`config.mk`:
```
export PLATFORM = sky130hd
export DESIGN_NAME = jtframe_vidgen_flat
export DESIGN_NICKNAME = d
export VERILOG_FILES = /design/src/rtl/jtframe_vidgen_if.sv /design/src/rtl/jtframe_vidgen.sv /design/src/flat_wrapper.sv
export SDC_FILE = /design/constraint.sdc
export NUM_CORES = 1
export LEC_CHECK = 0
export ABC_CLOCK_PERIOD_IN_PS = 3400
export CAP_MARGIN = 10
export CORE_MARGIN = 2
export CORE_UTILIZATION = 54
export CTS_BUF_LIST = sky130_fd_sc_hd__clkbuf_4 sky130_fd_sc_hd__clkbuf_8
export DETAILED_ROUTE_END_ITERATION = 8
export PLACE_DENSITY_LB_ADDON = 0.1
export RECOVER_POWER = 100
export SLEW_MARGIN = 20
export SYNTH_ARGS = -nofsm -noshare
export SYNTH_HDL_FRONTEND = slang
export SYNTH_SLANG_ARGS = --single-unit
export TNS_END_PERCENT = 10
```
`constraint.sdc`:
```
create_clock -name clk -period 3.4 [get_ports clk]
set_input_delay 0.85 -clock clk [delete_from_list [all_inputs] [get_ports clk]]
set_output_delay 0.85 -clock clk [all_outputs]
set_load 0.03 [all_outputs]
```
`src/rtl/jtframe_vidgen_if.sv`:
```
// Video timing bundle: pixel enable in, counters and aligned blanking/sync flags out.
interface jtframe_vidgen_if #(
    parameter int HW = 9,
    parameter int VW = 9
);
    logic          pxl_cen;
    logic [HW-1:0] H;
    logic [VW-1:0] V;
    logic          Hinit;
    logic          Vinit;
    logic          LHBL;
    logic          LVBL;
    logic          HS;
    logic          VS;
    logic [7:0]    frame;

    modport master (
        input  pxl_cen,
        output H, V, Hinit, Vinit, LHBL, LVBL, HS, VS, frame
    );

    modport slave (
        output pxl_cen,
        input  H, V, Hinit, Vinit, LHBL, LVBL, HS, VS, frame
    );
endinterface

```
`src/rtl/jtframe_vidgen.sv`:
```
// Pixel/line counter chain with registered window decodes, so every flag
// and counter leaves on the same edge and can be delayed as one bundle.
module jtframe_vidgen #(
    parameter int HW       = 9,
    parameter int VW       = 9,
    parameter int HCNT_END = 383,
    parameter int HB_START = 256,
    parameter int HB_END   = 0,
    parameter int HS_START = 296,
    parameter int HS_END   = 328,
    parameter int VCNT_END = 263,
    parameter int VB_START = 224,
    parameter int VB_END   = 0,
    parameter int VS_START = 240,
    parameter int VS_END   = 243
) (
    input  logic             clk,
    input  logic             rst,
    jtframe_vidgen_if.master vid
);
    localparam logic [HW-1:0] HCNT_END_C = HW'(HCNT_END);
    localparam logic [HW-1:0] HB_START_C = HW'(HB_START);
    localparam logic [HW-1:0] HB_END_C   = HW'(HB_END);
    localparam logic [HW-1:0] HS_START_C = HW'(HS_START);
    localparam logic [HW-1:0] HS_END_C   = HW'(HS_END);
    localparam logic [VW-1:0] VCNT_END_C = VW'(VCNT_END);
    localparam logic [VW-1:0] VB_START_C = VW'(VB_START);
    localparam logic [VW-1:0] VB_END_C   = VW'(VB_END);
    localparam logic [VW-1:0] VS_START_C = VW'(VS_START);
    localparam logic [VW-1:0] VS_END_C   = VW'(VS_END);

    // Visible window [lo, hi) is the complement of blanking given lo < hi,
    // and a zero lo naturally drops the "below lo" blanking term.
    function automatic logic hwin(input logic [HW-1:0] x, input logic [HW-1:0] lo,
                                  input logic [HW-1:0] hi);
        return (x >= lo) && (x < hi);
    endfunction

    function automatic logic vwin(input logic [VW-1:0] x, input logic [VW-1:0] lo,
                                  input logic [VW-1:0] hi);
        return (x >= lo) && (x < hi);
    endfunction

    logic [HW-1:0] h_q, hn_d;
    logic [VW-1:0] v_q, vn_d;
    logic [7:0]    frame_q;
    logic          lhbl_q, lvbl_q, hs_q, vs_q, hinit_q, vinit_q;
    logic          top_d;

    always_comb begin
        hn_d  = (h_q == HCNT_END_C) ? '0 : h_q + HW'(1);
        vn_d  = v_q;
        if (h_q == HCNT_END_C)
            vn_d = (v_q == VCNT_END_C) ? '0 : v_q + VW'(1);
        top_d = (hn_d == '0) && (vn_d == '0);
    end

    always_ff @(posedge clk) begin
        if (rst) begin
            h_q     <= '0;
            v_q     <= '0;
            frame_q <= '0;
            lhbl_q  <= 1'b0;
            lvbl_q  <= 1'b0;
            hs_q    <= 1'b0;
            vs_q    <= 1'b0;
            hinit_q <= 1'b0;
            vinit_q <= 1'b0;
        end else if (vid.pxl_cen) begin
            h_q     <= hn_d;
            v_q     <= vn_d;
            lhbl_q  <= hwin(hn_d, HB_END_C, HB_START_C);
            lvbl_q  <= vwin(vn_d, VB_END_C, VB_START_C);
            hs_q    <= hwin(hn_d, HS_START_C, HS_END_C);
            vs_q    <= vwin(vn_d, VS_START_C, VS_END_C);
            hinit_q <= (hn_d == '0);
            vinit_q <= top_d;
            if (top_d) frame_q <= frame_q + 8'd1;
        end
    end

    assign vid.H     = h_q;
    assign vid.V     = v_q;
    assign vid.frame = frame_q;
    assign vid.LHBL  = lhbl_q;
    assign vid.LVBL  = lvbl_q;
    assign vid.HS    = hs_q;
    assign vid.VS    = vs_q;
    assign vid.Hinit = hinit_q;
    assign vid.Vinit = vinit_q;
endmodule
```
`src/flat_wrapper.sv`:
```
// flat-port wrapper written by rule: the top's interface ports become plain ports
module jtframe_vidgen_flat 
#(
    parameter int HW       = 9,
    parameter int VW       = 9,
    parameter int HCNT_END = 383,
    parameter int HB_START = 256,
    parameter int HB_END   = 0,
    parameter int HS_START = 296,
    parameter int HS_END   = 328,
    parameter int VCNT_END = 263,
    parameter int VB_START = 224,
    parameter int VB_END   = 0,
    parameter int VS_START = 240,
    parameter int VS_END   = 243
)
  (clk, rst, vid_pxl_cen, vid_H, vid_V, vid_Hinit, vid_Vinit, vid_LHBL, vid_LVBL, vid_HS, vid_VS, vid_frame);
  jtframe_vidgen_if #(.HW(HW), .VW(VW)) vid_i ();
  input  logic clk;
  input  logic rst;
  input wire logic [$bits(vid_i.pxl_cen)-1:0] vid_pxl_cen;
  output wire logic [$bits(vid_i.H)-1:0] vid_H;
  output wire logic [$bits(vid_i.V)-1:0] vid_V;
  output wire logic [$bits(vid_i.Hinit)-1:0] vid_Hinit;
  output wire logic [$bits(vid_i.Vinit)-1:0] vid_Vinit;
  output wire logic [$bits(vid_i.LHBL)-1:0] vid_LHBL;
  output wire logic [$bits(vid_i.LVBL)-1:0] vid_LVBL;
  output wire logic [$bits(vid_i.HS)-1:0] vid_HS;
  output wire logic [$bits(vid_i.VS)-1:0] vid_VS;
  output wire logic [$bits(vid_i.frame)-1:0] vid_frame;
  assign vid_i.pxl_cen = vid_pxl_cen;
  assign vid_H = vid_i.H;
  assign vid_V = vid_i.V;
  assign vid_Hinit = vid_i.Hinit;
  assign vid_Vinit = vid_i.Vinit;
  assign vid_LHBL = vid_i.LHBL;
  assign vid_LVBL = vid_i.LVBL;
  assign vid_HS = vid_i.HS;
  assign vid_VS = vid_i.VS;
  assign vid_frame = vid_i.frame;
  jtframe_vidgen #(.HW(HW), .VW(VW), .HCNT_END(HCNT_END), .HB_START(HB_START), .HB_END(HB_END), .HS_START(HS_START), .HS_END(HS_END), .VCNT_END(VCNT_END), .VB_START(VB_START), .VB_END(VB_END), .VS_START(VS_START), .VS_END(VS_END)) u_core (.clk(clk), .rst(rst), .vid(vid_i));
endmodule
```
==> flow_summary.toml, run 1 <==
[yosys]
syn_nets = 250
synth-edff-count = 0
synth_cells = 244
synth_area_per_cell_um2 = 8.005
synthArstFlopShare_pct = 0
netlist_area_mm2 = 0.001953
yosysSeqAreaShare_pct = 32.80
synthFlopType = "dfxtp_1"
yosysWarningCount = 0
synth_cell_type_count = 57
ys_ff_latch = 32

[detailed_routing]
totalWireLength_mm = 4.786
vias_per_cell = 5.988
ant_nets = 0
post-route-drc-count = 0
dr.first_iter.drc_count = 133
wl_per_cell_um = 14.77
firstDrtPassIters = 4
num_vias = 1940

[worst_setup_path]
crit_buf_inv = 0
cp.required_ns = 3.62
critPathMaxStageDelay_ns = 0.43
worstPathCellList = "ha_1 -> nand4b_1 -> or2_0 -> o21a_1 -> a21oi_1 -> nand4_1 -> nor3_1 -> mux2_1"
critPathCaptureType = "flop"
cp_max_fo = 10
crit_path_start_kind = "flop"
arrival_ns = 3.19
critPathKind = "reg2reg"
crit_slowest_cell = "dfxtp_1"
critPathTopFamily = "simple AND/OR/NAND/NOR gates"

[global_routing]
antenna_found_initial = 0
grt_pass1_vias = 1743
gr-total-overflow = 0
grt.total_usage_pct = 25.20
grt_pass1_wl_mm = 8.148
grt_max_degree = 26

[pwr]
power_density_mw_per_mm2 = 298.9
peakVddDrop_mv = 0.1885
p_leak_nw = 0.9157

[floorplan]
core_area_mm2 = 0.003416
die_area_mm2 = 0.004114
initial_core_util_pct = 57.18
io_pins = 35
rows = 21
fp.dieH_um = 64.14
die_w_um = 64.14

[cells_and_area]
nFillCells = 309
final_cell_mix = "dlygate4sd3_1, dfxtp_1, a21oi_1, nor2_1, nand2_1"
nNetsFinal = 283
layout_commonest_cell = "dlygate4sd3_1"
instances_no_fill = 324
area_delta_synth_final_pct = 22.81
drive_above_1_share_pct = 8.993
diodes = 0

[flow_run]
maxCapViolations = 0

[run_status]
status = "finished clean"

[cts]
cts_num_sinks = 32
cts_buffers = 5
clk_pin_slew_worst_paths_ns = 0.09
clk_latency_ns = 0.34
cts.path.max_buffers = 2
post_cts_buffers = 0
cts_tree = "built"
root_buffer = "clkbuf_4"
htreeDepth = 2

[place]
numPortBuffers = 34
place.gp.congestion = 0.9351
hpwl_mm = 3.429
place_inst = 316

[timing]
tns_ns = 0
whs_ns = 0.4665
fin_skew_ns = 0.009290
slew_headroom_pct = 27.21
tightest_slew_ns = 1.092
period_minus_slack_ns = 2.969
finalHoldViolations = 0
min_period_over_period_pct = 87.32
finalSetupViolCount = 0
max_freq_mhz = 336.8
finalMaxSlewViolations = 0
rsz0062_at_grt = "false"

[worst_hold_path]
hold_path_class = "reg2reg"
[worst paths after layout]
| path | start | end | slack, ns | cells after the start |
|---|---|---|---|---|
| hold reg to reg | u_core.vid.VS | u_core.vid.VS | 0.47 | 2 |
| hold / removal | u_core.vid.VS | u_core.vid.VS | 0.47 | 2 |
| setup reg to reg | u_core.vid.H[0] | u_core.vid.frame[7] | 0.43 | 8 |
| setup / recovery | u_core.vid.H[0] | u_core.vid.frame[7] | 0.43 | 8 |
[tightest hold or removal path, stage by stage, from the launching register on]
cell     delay, ns
dfxtp_1       0.32
nand2_1       0.06
a21oi_1       0.05
[power by group]
| group | switching, mW | leakage, nW | internal [mW] |
|---|---|---|---|
| combinational | 0.0496 | 0.617 | 0.0304 |
| sequential | 0.0102 | 0.260 | 0.383 |
| clock | 0.126 | 0.0394 | 0.118 |
[through the flow]
step | power [mW] | setup WS, ns | area, µm² | utilization [%]
global route | 0.7521 | 0.1018 | 2399 | 70.22
CTS | 0.7285 | 0.2913 | 2396 | 70.15
finish | 0.7170 | 0.4311 | 2399 | 70.22
floorplan | 0.4534 | 0.5641 | 1953 | -
global placement | 0.4829 | 0.3150 | 2330 | 68.21
detailed placement | 0.4842 | 0.3130 | 2330 | 68.21
[sequential cells by signal (all words and copies together), names as in the netlist]
signal	flops
u_core.vid.LHBL	1
u_core.vid.H	9
u_core.vid.frame	8
u_core.vid.LVBL	1
u_core.vid.V	9
u_core.vid.Hinit	1
u_core.vid.HS	1
u_core.vid.Vinit	1
u_core.vid.VS	1
[routing by layer]
layer | up-vias | global-route usage [%] | wire length (µm)
met5 | - | 0 | 0
met3 | 5 | 6.162 | 222
met4 | 0 | 9.043 | 53
met2 | 45 | 39.06 | 2207
met1 | 913 | 34.11 | 2303
li1 | 977 | - | -
[Yosys cell counts, types with 6 or more instances]
master / instances / share of area [%]
nor2_1: 24 / 4.6
o21ai_0: 7 / 1.8
clkbuf_1: 7 / 1.3
inv_1: 7 / 1.3
nand4_1: 6 / 1.9
dfxtp_1: 32 / 33
or3_1: 8 / 2.6
nor3_1: 8 / 2.1
a211oi_1: 7 / 2.7
nand2_1: 20 / 3.8
nand3_1: 12 / 3.1
a21oi_1: 25 / 6.4
[timing repair]
item                       in CTS  in global routing
hold endpoints to repair        0                  0
hold buffers                    0                  0
setup endpoints to repair       0                  3
gates resized for setup         0                  1
[cell families (layout without fill, tap and decap cells)]
| family | count (synthesis) | after routing | share of synthesized area (%) |
|---|---|---|---|
| and+or+nand+nor | 108 | 108 | 31.01 |
| xor gates and xnor gates | 7 | 7 | 3.139 |
| AOI/OAI and AO/OA | 68 | 68 | 23.83 |
| adders and majority gates | 3 | 3 | 1.922 |
| buffers and inverters | 21 | 55 | 4.549 |
| DFF | 32 | 32 | 32.80 |
| muxes | 5 | 5 | 2.755 |
[layout make-up]
cell class | count | area, µm² | area share, %
clock buffers | 8 | 66.31 | 2.765
inverters | 8 | 30.03 | 1.252
multi-input cells | 191 | 1230 | 51.28
flip-flops and latches | 32 | 640.6 | 26.71
well taps | 46 | 57.56 | 2.400
repair buffers | 39 | 374.1 | 15.60
Note: power is estimated with default switching activity, not from simulation.
==> run 2, diff against run 1 <==
Settings changed: ABC_CLOCK_PERIOD_IN_PS 3400 to 3170.
Clock period 3.4 ns to 3.17 ns, I/O delays scaled along.
==> run 2 against run 1 <==
Against the previous run:
- sequential cell count unchanged
- register-to-register slack lost 0.12 ns
- die area is the same
- highest routed layer unchanged
==> flow_summary.toml, run 2 (synthesis results as in run 1) <==
[floorplan]
core_area_mm2 = 0.003416
io_pins = 35
die_area_mm2 = 0.004114
rows = 21
initial_core_util_pct = 57.18
die_w_um = 64.14
fp.dieH_um = 64.14

[cts]
clk_pin_slew_worst_paths_ns = 0.11
cts_num_sinks = 32
htreeDepth = 2
post_cts_buffers = 0
cts.path.max_buffers = 2
hold_buffers = 0
root_buffer = "clkbuf_4"
cts_tree = "built"
cts_buffers = 5
clk_latency_ns = 0.34

[worst_setup_path]
cp_max_fo = 10
cp.required_ns = 3.41
critPathMaxStageDelay_ns = 0.44
critPathCaptureType = "flop"
crit_path_start_kind = "flop"
worstSetupPathDepth = 9
r2r_cells = 9
arrival_ns = 3.10
critPathKind = "reg2reg"
worstPathCellList = "ha_2 -> nand2_1 -> nor4_1 -> buf_4 -> and3_1 -> xnor2_1 -> nand4_1 -> nor3_1 -> mux2_1"
crit_buf_inv = 1
crit_slowest_cell = "dfxtp_1"
critPathTopFamily = "simple AND/OR/NAND/NOR gates"

[timing]
min_period_over_period_pct = 90.22
period_minus_slack_ns = 2.860
slew_headroom_pct = 40.04
fin_skew_ns = 0.007447
max_freq_mhz = 349.7
finalMaxSlewViolations = 0
rsz0062_at_grt = "false"
finalSetupViolCount = 0
tightest_slew_ns = 0.8994
finalHoldViolations = 0
whs_ns = 0.4681
tns_ns = 0

[place]
hpwl_mm = 3.354
place.gp.congestion = 0.9610
numPortBuffers = 34

[pwr]
switchingPower_uw = 210.8
power_frac_seq_pct = 50.9
sw_frac_of_total_pct = 25.48
peakVddDrop_mv = 0.2136
power_density_mw_per_mm2 = 342.8
clock_power_share_pct = 38.7
power_frac_comb_pct = 10.3
p_leak_nw = 0.9168
p_int_uw = 616.3

[run_status]
status = "finished clean"

[global_routing]
gr-total-overflow = 0
grt.total_usage_pct = 23.82
grt_pass1_vias = 1806
antenna_found_initial = 0
grt_max_degree = 20
grt_pass1_wl_mm = 7.872

[cells_and_area]
drive_above_1_share_pct = 8.214
layout_commonest_cell = "dlygate4sd3_1"
nNetsFinal = 285
final_cell_mix = "dlygate4sd3_1, dfxtp_1, a21oi_1, nor2_1, nand2_1"
diodes = 0
area_delta_synth_final_pct = 23.51

[worst_hold_path]
whs_path_depth = 2
hold_path_class = "reg2reg"

[flow_run]
maxCapViolations = 0

[detailed_routing]
post-route-drc-count = 0
totalWireLength_mm = 4.655
wl_per_cell_um = 14.28
dr.first_iter.drc_count = 119
num_vias = 1961
vias_per_cell = 6.015
firstDrtPassIters = 4
ant_nets = 0
run 2: path summary, 6_finish.rpt:
kind / startpoint / endpoint / slack (ns)
setup reg to reg: u_core.vid.H[0] / u_core.vid.frame[7] / 0.31
setup / recovery: u_core.vid.H[0] / u_core.vid.frame[7] / 0.31
hold / removal: u_core.vid.VS / u_core.vid.VS / 0.47
hold reg to reg: u_core.vid.VS / u_core.vid.VS / 0.47
run 2: layer usage:
layer	vias up	track usage, %	wire length (µm)
met5	-	0	0
met4	0	11.70	74
met3	7	5.634	261
met2	65	35.42	2007
met1	910	32.27	2311
li1	979	-	-
run 2: stage by stage:
step	total power, mW	setup slack [ns]	cells	instance area, µm²	util [%]
final	0.8270	0.3100	326	2412	70.62
after global routing	0.8529	0.02085	326	2412	70.62
after global placement	0.5193	0.2617	318	2345	68.64
after floorplan	0.4863	0.3341	244	1953	-
after CTS	0.8354	0.1866	326	2425	70.99
after detailed placement	0.5204	0.1933	318	2345	68.64
run 2: repair_timing:
item,in CTS,in global routing
resized for setup,0,2
setup endpoints to repair,0,4
hold endpoints to repair,0,0
run 2: power by group through the flow:
stage	logic, mW	clock network (mW)	registers, mW
floorplan	0.0417	0	0.445
global placement	0.0891	0	0.430
detailed placement	0.0899	0	0.431
CTS	0.0905	0.324	0.421
finish	0.0856	0.320	0.421
global route	0.0933	0.337	0.423
run 2: cell type report:
type | instances | area (µm²)
Clock buffer | 6 | 45.04
Clock inverter | 2 | 35.03
Inverter | 8 | 30.03
Timing Repair Buffer | 41 | 377.9
Sequential cell | 32 | 640.6
Multi-Input combinational cell | 191 | 1226
Fill cell | 281 | 1003
Tap cell | 46 | 57.56
run 2: worst register-to-register path, delay by kind of cell, from the launching register on:
family	cells	cell delay [ns]
XOR/XNOR	1	0.25
adder cells (fa/ha/maj)	1	0.33
buffers and inverters	1	0.19
flip-flops	1	0.44
multiplexers	1	0.34
AND/OR/NAND/NOR	5	1.21
